### config.mk
export PLATFORM = sky130hd
export DESIGN_NAME = prescaled_mod_counter
export DESIGN_NICKNAME = d
export VERILOG_FILES = /design/src/rtl/prescaled_mod_counter_pkg.sv /design/src/rtl/prescaled_mod_counter_prescaler.sv /design/src/rtl/prescaled_mod_counter.sv
export SDC_FILE = /design/constraint.sdc
export NUM_CORES = 1
export LEC_CHECK = 0
export CAP_MARGIN = 20
export CORE_MARGIN = 2
export CORE_UTILIZATION = 45
export CTS_BUF_LIST = sky130_fd_sc_hd__clkbuf_4
export CTS_CLUSTER_DIAMETER = 200
export DETAILED_ROUTE_END_ITERATION = 16
export PLACE_DENSITY = 0.86
export SLEW_MARGIN = 20
export SYNTH_ARGS = -nofsm -noshare
export SYNTH_HDL_FRONTEND = slang
export SYNTH_HIERARCHICAL = 1
export SYNTH_SLANG_ARGS = --single-unit
### constraint.sdc
create_clock -name clock -period 1.92 [get_ports clock]
set_clock_uncertainty 0.2 [all_clocks]
set_input_delay 0.288 -clock clock [delete_from_list [all_inputs] [get_ports clock]]
set_output_delay 0.288 -clock clock [all_outputs]
set_load 0.1 [all_outputs]
### src/rtl/prescaled_mod_counter_pkg.sv
// Shared types and helpers for the prescaled modulus counter and its prescaler.
package prescaled_mod_counter_pkg;

    typedef enum logic {
        MODE_WRAP     = 1'b0,
        MODE_SATURATE = 1'b1
    } mode_e;

    localparam logic DIR_DOWN = 1'b0;
    localparam logic DIR_UP   = 1'b1;

    // Prescaler width; PRESCALE == 1 still needs a one-bit register.
    function automatic int clog2_min1(input int value);
        return (value <= 2) ? 1 : $clog2(value);
    endfunction

endpackage

### src/rtl/prescaled_mod_counter_prescaler.sv
// Enable-gated prescaler: asserts step on every PRESCALE-th enabled cycle.
module counter_prescaler
    import prescaled_mod_counter_pkg::*;
#(
    parameter int PRESCALE = 1
) (
    input  logic clock,
    input  logic reset,
    input  logic enable,
    input  logic restart,
    output logic step
);

    localparam int              PW   = clog2_min1(PRESCALE);
    localparam logic [PW-1:0]   LAST = PW'(PRESCALE - 1);

    logic [PW-1:0] count_q;
    logic [PW-1:0] count_d;

    always_comb begin
        step    = enable && (count_q == LAST);
        count_d = count_q;
        if (restart) begin
            count_d = '0;
        end else if (enable) begin
            count_d = step ? '0 : count_q + PW'(1);
        end
    end

    always_ff @(posedge clock or posedge reset) begin
        if (reset) begin
            count_q <= '0;
        end else begin
            count_q <= count_d;
        end
    end

endmodule

### src/rtl/prescaled_mod_counter.sv
// Up/down modulus counter with prescaler, clear/load, wrap or saturate,
// and registered terminal-count and tick pulses.
module prescaled_mod_counter
    import prescaled_mod_counter_pkg::*;
#(
    parameter int WIDTH       = 8,
    parameter int MODULUS     = 100,
    parameter int PRESCALE    = 1,
    parameter int RESET_VALUE = 0
) (
    input  logic             clock,
    input  logic             reset,
    input  logic             enable,
    input  logic             up,
    input  logic             saturate,
    input  logic             clear,
    input  logic             load,
    input  logic [WIDTH-1:0] load_value,
    output logic [WIDTH-1:0] get_count_ret,
    output logic             get_tc_ret,
    output logic             get_tick_ret
);

    generate
        if (WIDTH < 1) begin : g_bad_width
            $error("prescaled_mod_counter: WIDTH must be >= 1");
        end
        if (MODULUS < 2 || longint'(MODULUS) > (longint'(1) << WIDTH)) begin : g_bad_modulus
            $error("prescaled_mod_counter: MODULUS must satisfy 2 <= MODULUS <= 2**WIDTH");
        end
        if (PRESCALE < 1) begin : g_bad_prescale
            $error("prescaled_mod_counter: PRESCALE must be >= 1");
        end
        if (RESET_VALUE < 0 || RESET_VALUE >= MODULUS) begin : g_bad_reset_value
            $error("prescaled_mod_counter: RESET_VALUE must be < MODULUS");
        end
    endgenerate

    // One extra bit so MODULUS == 2**WIDTH compares and increments cleanly.
    localparam logic [WIDTH:0] LIMIT = (WIDTH + 1)'(MODULUS - 1);

    logic [WIDTH-1:0] count_q, count_d;
    logic             tc_q, tc_d;
    logic             tick_q, tick_d;
    logic             restart;
    logic             step;
    logic [WIDTH:0]   count_ext;
    logic [WIDTH:0]   load_ext;
    logic [WIDTH:0]   count_inc;
    mode_e            mode;

    assign restart   = clear | load;
    assign count_ext = {1'b0, count_q};
    assign load_ext  = {1'b0, load_value};
    assign count_inc = count_ext + (WIDTH + 1)'(1);
    assign mode      = mode_e'(saturate);

    counter_prescaler #(
        .PRESCALE (PRESCALE)
    ) u_prescaler (
        .clock   (clock),
        .reset   (reset),
        .enable  (enable),
        .restart (restart),
        .step    (step)
    );

    always_comb begin
        count_d = count_q;
        tc_d    = 1'b0;
        tick_d  = 1'b0;
        if (clear) begin
            count_d = '0;
        end else if (load) begin
            count_d = (load_ext > LIMIT) ? LIMIT[WIDTH-1:0] : load_value;
        end else if (step) begin
            tick_d = 1'b1;
            if (up == DIR_UP) begin
                if (count_ext == LIMIT) begin
                    tc_d = 1'b1;
                    if (mode == MODE_WRAP) begin
                        count_d = '0;
                    end
                end else begin
                    count_d = count_inc[WIDTH-1:0];
                end
            end else begin
                if (count_q == '0) begin
                    tc_d = 1'b1;
                    if (mode == MODE_WRAP) begin
                        count_d = LIMIT[WIDTH-1:0];
                    end
                end else begin
                    count_d = count_q - WIDTH'(1);
                end
            end
        end
    end

    always_ff @(posedge clock or posedge reset) begin
        if (reset) begin
            count_q <= WIDTH'(RESET_VALUE);
            tc_q    <= 1'b0;
            tick_q  <= 1'b0;
        end else begin
            count_q <= count_d;
            tc_q    <= tc_d;
            tick_q  <= tick_d;
        end
    end

    assign get_count_ret = count_q;
    assign get_tc_ret    = tc_q;
    assign get_tick_ret  = tick_q;

endmodule

======== After elaboration in Yosys (flattened, before gate mapping) ========
Cells that the tools add are included.
cells by class
  shift operators ......................... 0
  $add $sub $neg .......................... 3
  reduce and logical (&&, ||, !) cells .... 5
  magnitude comparators ................... 1
  multiply operators ...................... 0
  multiplexer cells ....................... 21
  div/mod/pow operators ................... 0
  bitwise logic cells ..................... 2
  equality and inequality tests ........... 3
operators with widths
  cell                 number
  $mux 8               9
  $mux 1               12
  $ne 5x5->1 const B   2
  $add 8x1->8 const B  1
  $eq 8x7->1 const B   1
  $gt 8x7->1 const B   1
  $logic_not 8->1      1
  $sub 8x1->8 const B  1
  $reduce_and 3->1     1
  $reduce_bool 3->1    1
  $reduce_bool 2->1    1
  $add 1x1->1 const B  1
  $logic_and 1x1->1    1
  $not 1->1            1
  $or 1x1->1           1
storage, ports and cells
  flip-flop bits (word level) ............. 11
  output and inout bits ................... 10
  word-level logic and storage cells ...... 39
  memories kept ........................... 0
  memory bits (read-only) ................. 0
  bits of input ports ..................... 15
  bits in writable memories ............... 0
  bits in latches ......................... 0

======== Logic depth before layout (Yosys ltp) ========
Gate-level depths: netlist of run 1.
  word-level depth ........................ 6
  mapped depth ............................ 8
  depth with buffers taken out ............ 7

======== Modules after synthesis ========
The synthesis of run 1 kept the hierarchy.
modules (own cells, without submodules)
  module                 seq. area each (um^2)  cells each  instances  area an instance (um^2)
  prescaled_mod_counter  250.2                  122         1          1034.7
  counter_prescaler      25.0                   4           1          50.0

======== Worst setup path after synthesis of run 1 ========
Ideal clock, no wire load.
  path kind ............................... flip-flop to flip-flop
  from .................................... register count_q[0] (netlist: get_count_ret[0])
  to ...................................... register count_q[4] (netlist: get_count_ret[4])
  setup slack ............................. -0.893 ns
  clock period less this slack ............ 2.813 ns
  cell stages (with the launch flop) ...... 8
  library setup time ...................... 0.064 ns
  path buffers ............................ 0
  data arrival time ....................... 2.548 ns
  data required time ...................... 1.656 ns
  cells stage by stage .................... dfrtp_1 > inv_1 > ha_1 > nor4b_2 > a31o_1 > a41o_2 > a2111oi_2 > a21o_1
between the ends
  cells in the longest elaborated chain, start to end .. 6
  elaborated cells on any way between the ends .. 13
  classes of those cells .................. add/sub (2); eq/ne (3); mux (6); reduce/logical (2)
ends and longest elaborated chain
  element                              line                                                      RTL
  start: declaration                   prescaled_mod_counter.sv:42                               logic [WIDTH-1:0] count_q, count_d;
  start signal: assignment             prescaled_mod_counter.sv:102                              count_q <= WIDTH'(RESET_VALUE);
  start signal: assignment             prescaled_mod_counter.sv:106                              count_q <= count_d;
  $sub 8x1->8 (tied with other cells)  prescaled_mod_counter.sv:94                               count_d = count_q - WIDTH'(1);
  $mux 8, on equally long branches     prescaled_mod_counter.sv:88, prescaled_mod_counter.sv:79
  $mux 8                               prescaled_mod_counter.sv:78                               if (up == DIR_UP) begin
  $mux 8                               prescaled_mod_counter.sv:76                               end else if (step) begin
  $mux 8                               prescaled_mod_counter.sv:74                               end else if (load) begin
  $mux 8                               prescaled_mod_counter.sv:72                               if (clear) begin
Several ways; a longest one is shown, not always the timed one. The select of a mux whose other input is x is not followed.
A chain may end at the register's enable or synchronous reset.

======== Worst setup path after layout of run 1 ========
  from .................................... register count_q[0] (netlist: get_count_ret[0])
  to ...................................... register count_q[2] (netlist: get_count_ret[2])
Same word-level chain as after synthesis.

==> results of run 1 <==
## worst min-delay path by stage
| stage | slack [ps] | cells past startpoint | endpoint |
|---|---|---|---|
| after global routing | 380 | 1 | u_prescaler/count_q$_DFFE_PP0P_ |
| after CTS | 330 | 1 | u_prescaler/count_q$_DFFE_PP0P_ |
| after global placement | 260 | 2 | u_prescaler/count_q$_DFFE_PP0P_ |
| final | 330 | 1 | u_prescaler/count_q$_DFFE_PP0P_ |
| after floorplan | -180 | 1 | u_prescaler/count_q$_DFFE_PP0P_ |
| after detailed placement | 270 | 2 | u_prescaler/count_q$_DFFE_PP0P_ |
## report_power, final
part	internal [W]	total (W)	leakage [nW]	switching [W]
clock network	0.0000948	0.000187	0.0184	0.0000924
logic	0.000361	0.000802	0.652	0.000441
registers	0.000260	0.000305	0.134	0.0000447
## stage by stage
| stage | area (sq um) | TNS [ps] |
|---|---|---|
| 6_report | 1970 | -1530 |
| 5_1_grt | 1970 | -1920 |
| 4_1_cts | 1860 | -1260 |
| 3_5_place_dp | 1660 | -2300 |
| 3_3_place_gp | 1660 | -1650 |
| 2_1_floorplan | 1150 | -1720 |
## synthesized netlist by cell type (all sizes together) (2+ instances only)
cell type   n
o31ai       3
a2111oi     2
xnor2       3
a22o        2
nand3       5
nor2        8
xor2        2
and2        2
a211oi      2
or4         2
dfrtp      11
nor4        2
a31oi       3
buf        10
nor4b       2
inv        10
a21oi       6
ha          3
o21ai       7
nor3b       5
nand2      11
nor3        6
a311oi      3
## what timing repair did
item,in CTS,in global routing
hold endpoints to repair,1,0
cloned,0,0
pin swaps,5,6
setup buffers,7,2
hold buffers,1,0
gates resized for setup,16,17
setup endpoints to repair,8,8
## state kept, by name (all words and copies together) (netlist names)
signal and flops:
u_prescaler/count_q 1, get_count_ret 8, get_tick_ret 1, get_tc_ret 1
## metal layers
layer,track usage,share of wire,wire length [um],vias up
met5,0,0,0,-
met4,0.316,0.075,365,0
met3,0.107,0.11,546,55
met2,0.588,0.45,2180,139
met1,0.441,0.37,1800,651
li1,-,-,-,579
## kinds of logic after synthesis
family / synth area share
AOI/OAI and AO/OA: 0.271
xor gates and xnor gates: 0.0404
adders and majority gates: 0.0346
buffers and inverters: 0.119
DFF: 0.254
and+or+nand+nor: 0.281
## area by class of cell
cell class / count / area, sq um / area share
multi-input combinational: 94 / 887 / 0.451
clock buffer: 4 / 30.0 / 0.0153
inverter: 10 / 42.5 / 0.0216
sequential: 11 / 300 / 0.153
tap: 28 / 35.0 / 0.0178
timing repair buffer: 64 / 671 / 0.341
==> results.toml, run 1 <==
[synth]
yosysTopAreaCellShare = 0.254
synth_area_leaders = "dfrtp_1 25%, buf_6 6.2%, nand2_1 3.8%, ha_1 3.5%, inv_1 3.5%"
ys.flop_type = "dfrtp_1"
synthesis.instances = 126
synth-edff-count = 0
async_flop_share = 1.00
yosys_warnings = 6
ys_seq_area_frac = 0.254
synth_cell_type_count = 46
synth-seq-cells = 11
syn_area_sq_mm = 0.00108
syn-num-nets = 144
syn_area_per_cell_sq_um = 8.61
synth_top_cell_by_area = "dfrtp_1"

[route]
via_count = 1424
drc = 0
viasPerCell = 6.75
finalWirelength_um = 4890
first_iter_violations = 143
dr.pass1.iters = 5
wl_per_cell_um = 23.2
ant_nets = 0

[worst_setup_path]
critPathSlowestCell = "dfrtp_4"
worstPathArrival_ps = 2110
reg2regPathDepth = 8
r2r-end = "get_count_ret[2]$_DFFE_PP0P_"
rrSetupSlack_ps = -230
critPathMaxStageDelay_ps = 500
path_cells = "buf_4 > ha_4 > and2_4 > a31o_4 > a41o_4 > buf_6 > o21ai_2 > o31ai_2"
cp_max_fo = 8
crit_buf_inv = 2
critPathTopFamily = "compound AO/OA/AOI/OAI gates"
setup.worst_path.class = "flop to flop"
endpoint = "get_count_ret[2]$_DFFE_PP0P_"
crit_cells = 8
end_kind = "flop"
required_ps = 1880
crit_path_start = "get_count_ret[0]$_DFFE_PP0P_"
crit_path_start_kind = "flop"
reg2reg_from = "get_count_ret[0]$_DFFE_PP0P_"

[place]
gp_congestion = 0.967
dp_slack_ps = -370
placedCellCount = 197
dp_hpwl_um = 2760
port_buffers = 24

[die]
io_pins = 25
die_w_um = 53.1
coreArea_sq_mm = 0.00225
die_y_um = 53.1
initial_core_util = 0.481
fp-row-count = 17
die-area_sq_mm = 0.00282

[final_layout]
fin_cells = 211
areaGrowthSynthToFinish_pct = 81.2
layout_common_cells = "34 x buf_4, 14 x clkdlybuf4s50_1, 11 x buf_12"
n_antenna_cell = 0
fillers = 100
final_common_cell = "buf_4"
drive_gt1_frac = 0.536
fin_util = 0.872
fin_nets = 202

[grt]
grt_max_degree = 13
grt_overflow_total = 0
antenna_found_initial = 0
first_global_vias = 1388
grt_pass1_wl_um = 7490
globalRouteTotalUtil = 0.384

[pwr]
p_leak_nw = 0.804
powerDensity_mw_per_mm2 = 658
finalPower_w = 0.00129
ir_worst_vdd_v = 0.000499

[sta]
hold_slack_ps = 332
hold_viol_final = 0
relSlewSlack = 0.690
rsz0062_at_grt = "true"
post-route-min-period_ps = 2150
setup_viol = 8
setup_slack_ps = -232
max_slew.worst_pin.slew_ps = 465
slew_viol_final = 0
fin_crit_sh = 1.12
fmax_ghz = 0.465

[clock_tree]
cts_tree = "yes"
cts_buffers = 3
clockBufferDepth = 2
clock_sinks = 11
cts_root_buffer = "clkbuf_4"
htreeDepth = 1
cts.clk_slew.worst_paths_ps = 80
clock_latency_ps = 280

[status]
violations = "negative setup slack"
status = "finished, violations left"

[hold_path]
hold_class = "flop to flop"
hp-start = "u_prescaler/count_q$_DFFE_PP0P_"

[run]
drv_cap = 0
Note: power is estimated with default switching activity, not from simulation.
==> run 2: changes to the inputs <==
Settings changed: CORE_MARGIN 2 to 3, CORE_UTILIZATION 45 to 35, PLACE_DENSITY 0.86 to 0.72.
==> results.toml, run 2 (synthesis results as in run 1) <==
[status]
status = "finished, violations left"
violations = "negative setup slack"

[worst_setup_path]
reg2regPathDepth = 6
required_ps = 1910
setup.worst_path.class = "flop to flop"
critPathMaxStageDelay_ps = 520
end_kind = "flop"
worstPathArrival_ps = 2070
crit_cells = 6
cp_common_cell = "o31ai_2"
path_cells = "inv_4 > ha_4 > or4b_4 > a311oi_2 > o31ai_2 > o31ai_2"
critPathSlowestCell = "dfrtp_4"
crit_path_start_kind = "flop"
critPathTopFamily = "compound AO/OA/AOI/OAI gates"
cp_max_fo = 4
crit_buf_inv = 1

[final_layout]
n_antenna_cell = 0
largest_reg_flops = 8
design_area_sq_mm = 0.00192
areaGrowthSynthToFinish_pct = 76.9
fin_nets = 205
fin_cells = 217
final_common_cell = "buf_4"
drive_gt1_frac = 0.516
layout_common_cells = "38 x buf_4, 14 x clkdlybuf4s50_1, 10 x buf_12"

[grt]
grt_overflow_total = 0
globalRouteTotalUtil = 0.213
first_global_vias = 1253
grt_max_degree = 19
grt_pass1_wl_um = 5880
antenna_found_initial = 0

[sta]
relSlewSlack = 0.703
hold_slack_ps = 399
setup_viol = 8
fmax_ghz = 0.480
rsz0062_at_grt = "true"
hold_viol_final = 0
setup_slack_ps = -164
max_slew.worst_pin.slew_ps = 445
slew_viol_final = 0
fin_crit_sh = 1.09
post-route-min-period_ps = 2080

[route]
first_iter_violations = 55
viasPerCell = 5.78
ant_nets = 0
dr.pass1.iters = 4
finalWirelength_um = 3700
via_count = 1255
drc = 0
wl_per_cell_um = 17.0

[clock_tree]
cts_tree = "yes"
clockBufferDepth = 2
htreeDepth = 1
cts_buffers = 3
cts_root_buffer = "clkbuf_4"
clock_sinks = 11
clock_latency_ps = 280
cts.clk_slew.worst_paths_ps = 80

[pwr]
p_leak_nw = 0.788
ir_worst_vdd_v = 0.000334
powerDensity_mw_per_mm2 = 622

[hold_path]
hold_depth = 1
hold_class = "flop to flop"

[place]
place_area_sq_mm = 0.00171
dp_hpwl_um = 2640
placedCellCount = 206
port_buffers = 24
gp_congestion = 0.922

[run]
drv_cap = 0

[die]
io_pins = 25
initial_core_util = 0.380
die_y_um = 61.7
fp-row-count = 19
die_w_um = 61.7
coreArea_sq_mm = 0.00285
die-area_sq_mm = 0.00380
run 2: timing repair:
action	in CTS	in global routing
hold buffers	1	0
setup endpoints to repair	8	8
gates resized for setup	19	7
pin swaps	12	5
setup buffers	4	2
endpoints found under the hold margin	1	0
run 2: stage by stage:
| stage | setup TNS, ps | setup slack (ps) | total power [W] | util |
|---|---|---|---|---|
| finish | -855 | -164 | 0.00119 | 0.673 |
| global route | -1300 | -223 | 0.00124 | 0.673 |
| CTS | -595 | -138 | 0.00117 | 0.659 |
| detailed placement | -2110 | -358 | 0.000940 | 0.598 |
| global placement | -1640 | -265 | 0.000928 | 0.598 |
| floorplan | -1720 | -289 | 0.000688 | - |
run 2: power breakdown:
part           internal, W  total (W)  switching (W)
clock network    0.0000773   0.000171      0.0000940
logic             0.000335   0.000722       0.000387
registers         0.000261   0.000300      0.0000398
run 2: area by class of cell:
| class | count | area [sq um] |
|---|---|---|
| multi-input combinational | 94 | 830 |
| timing repair buffer | 67 | 681 |
| sequential | 11 | 300 |
| fill | 223 | 933 |
| clock inverter | 1 | 5.00 |
| clock buffer | 3 | 22.5 |
| inverter | 10 | 42.5 |
| tap | 31 | 38.8 |
run 2: worst reg2reg max path: stages (launching register included):
cell	delay [ps]
dfrtp_4	520
inv_4	90
ha_4	130
or4b_4	490
a311oi_2	240
o31ai_2	120
o31ai_2	210
run 2: worst paths after layout:
| path | slack (ps) | end | start |
|---|---|---|---|
| min in group asynchronous | 540 | u_prescaler/count_q$_DFFE_PP0P_ | reset |
| worst min register to register | 400 | u_prescaler/count_q$_DFFE_PP0P_ | u_prescaler/count_q$_DFFE_PP0P_ |
| worst min-delay path | 400 | u_prescaler/count_q$_DFFE_PP0P_ | u_prescaler/count_q$_DFFE_PP0P_ |
| max in group asynchronous | 460 | get_count_ret[0]$_DFFE_PP0P_ | reset |
| worst max-delay path | -160 | get_count_ret[6]$_DFFE_PP0P_ | get_count_ret[0]$_DFFE_PP0P_ |
| worst max register to register | -160 | get_count_ret[6]$_DFFE_PP0P_ | get_count_ret[0]$_DFFE_PP0P_ |
run 2: routing by layer:
layer	part of all wire	vias to the layer above	wire, um	track usage
li1	-	587	-	-
met1	0.41	595	1520	0.259
met2	0.49	59	1810	0.339
met3	0.061	14	225	0.0377
met4	0.038	0	141	0.145
met5	0	-	0	0
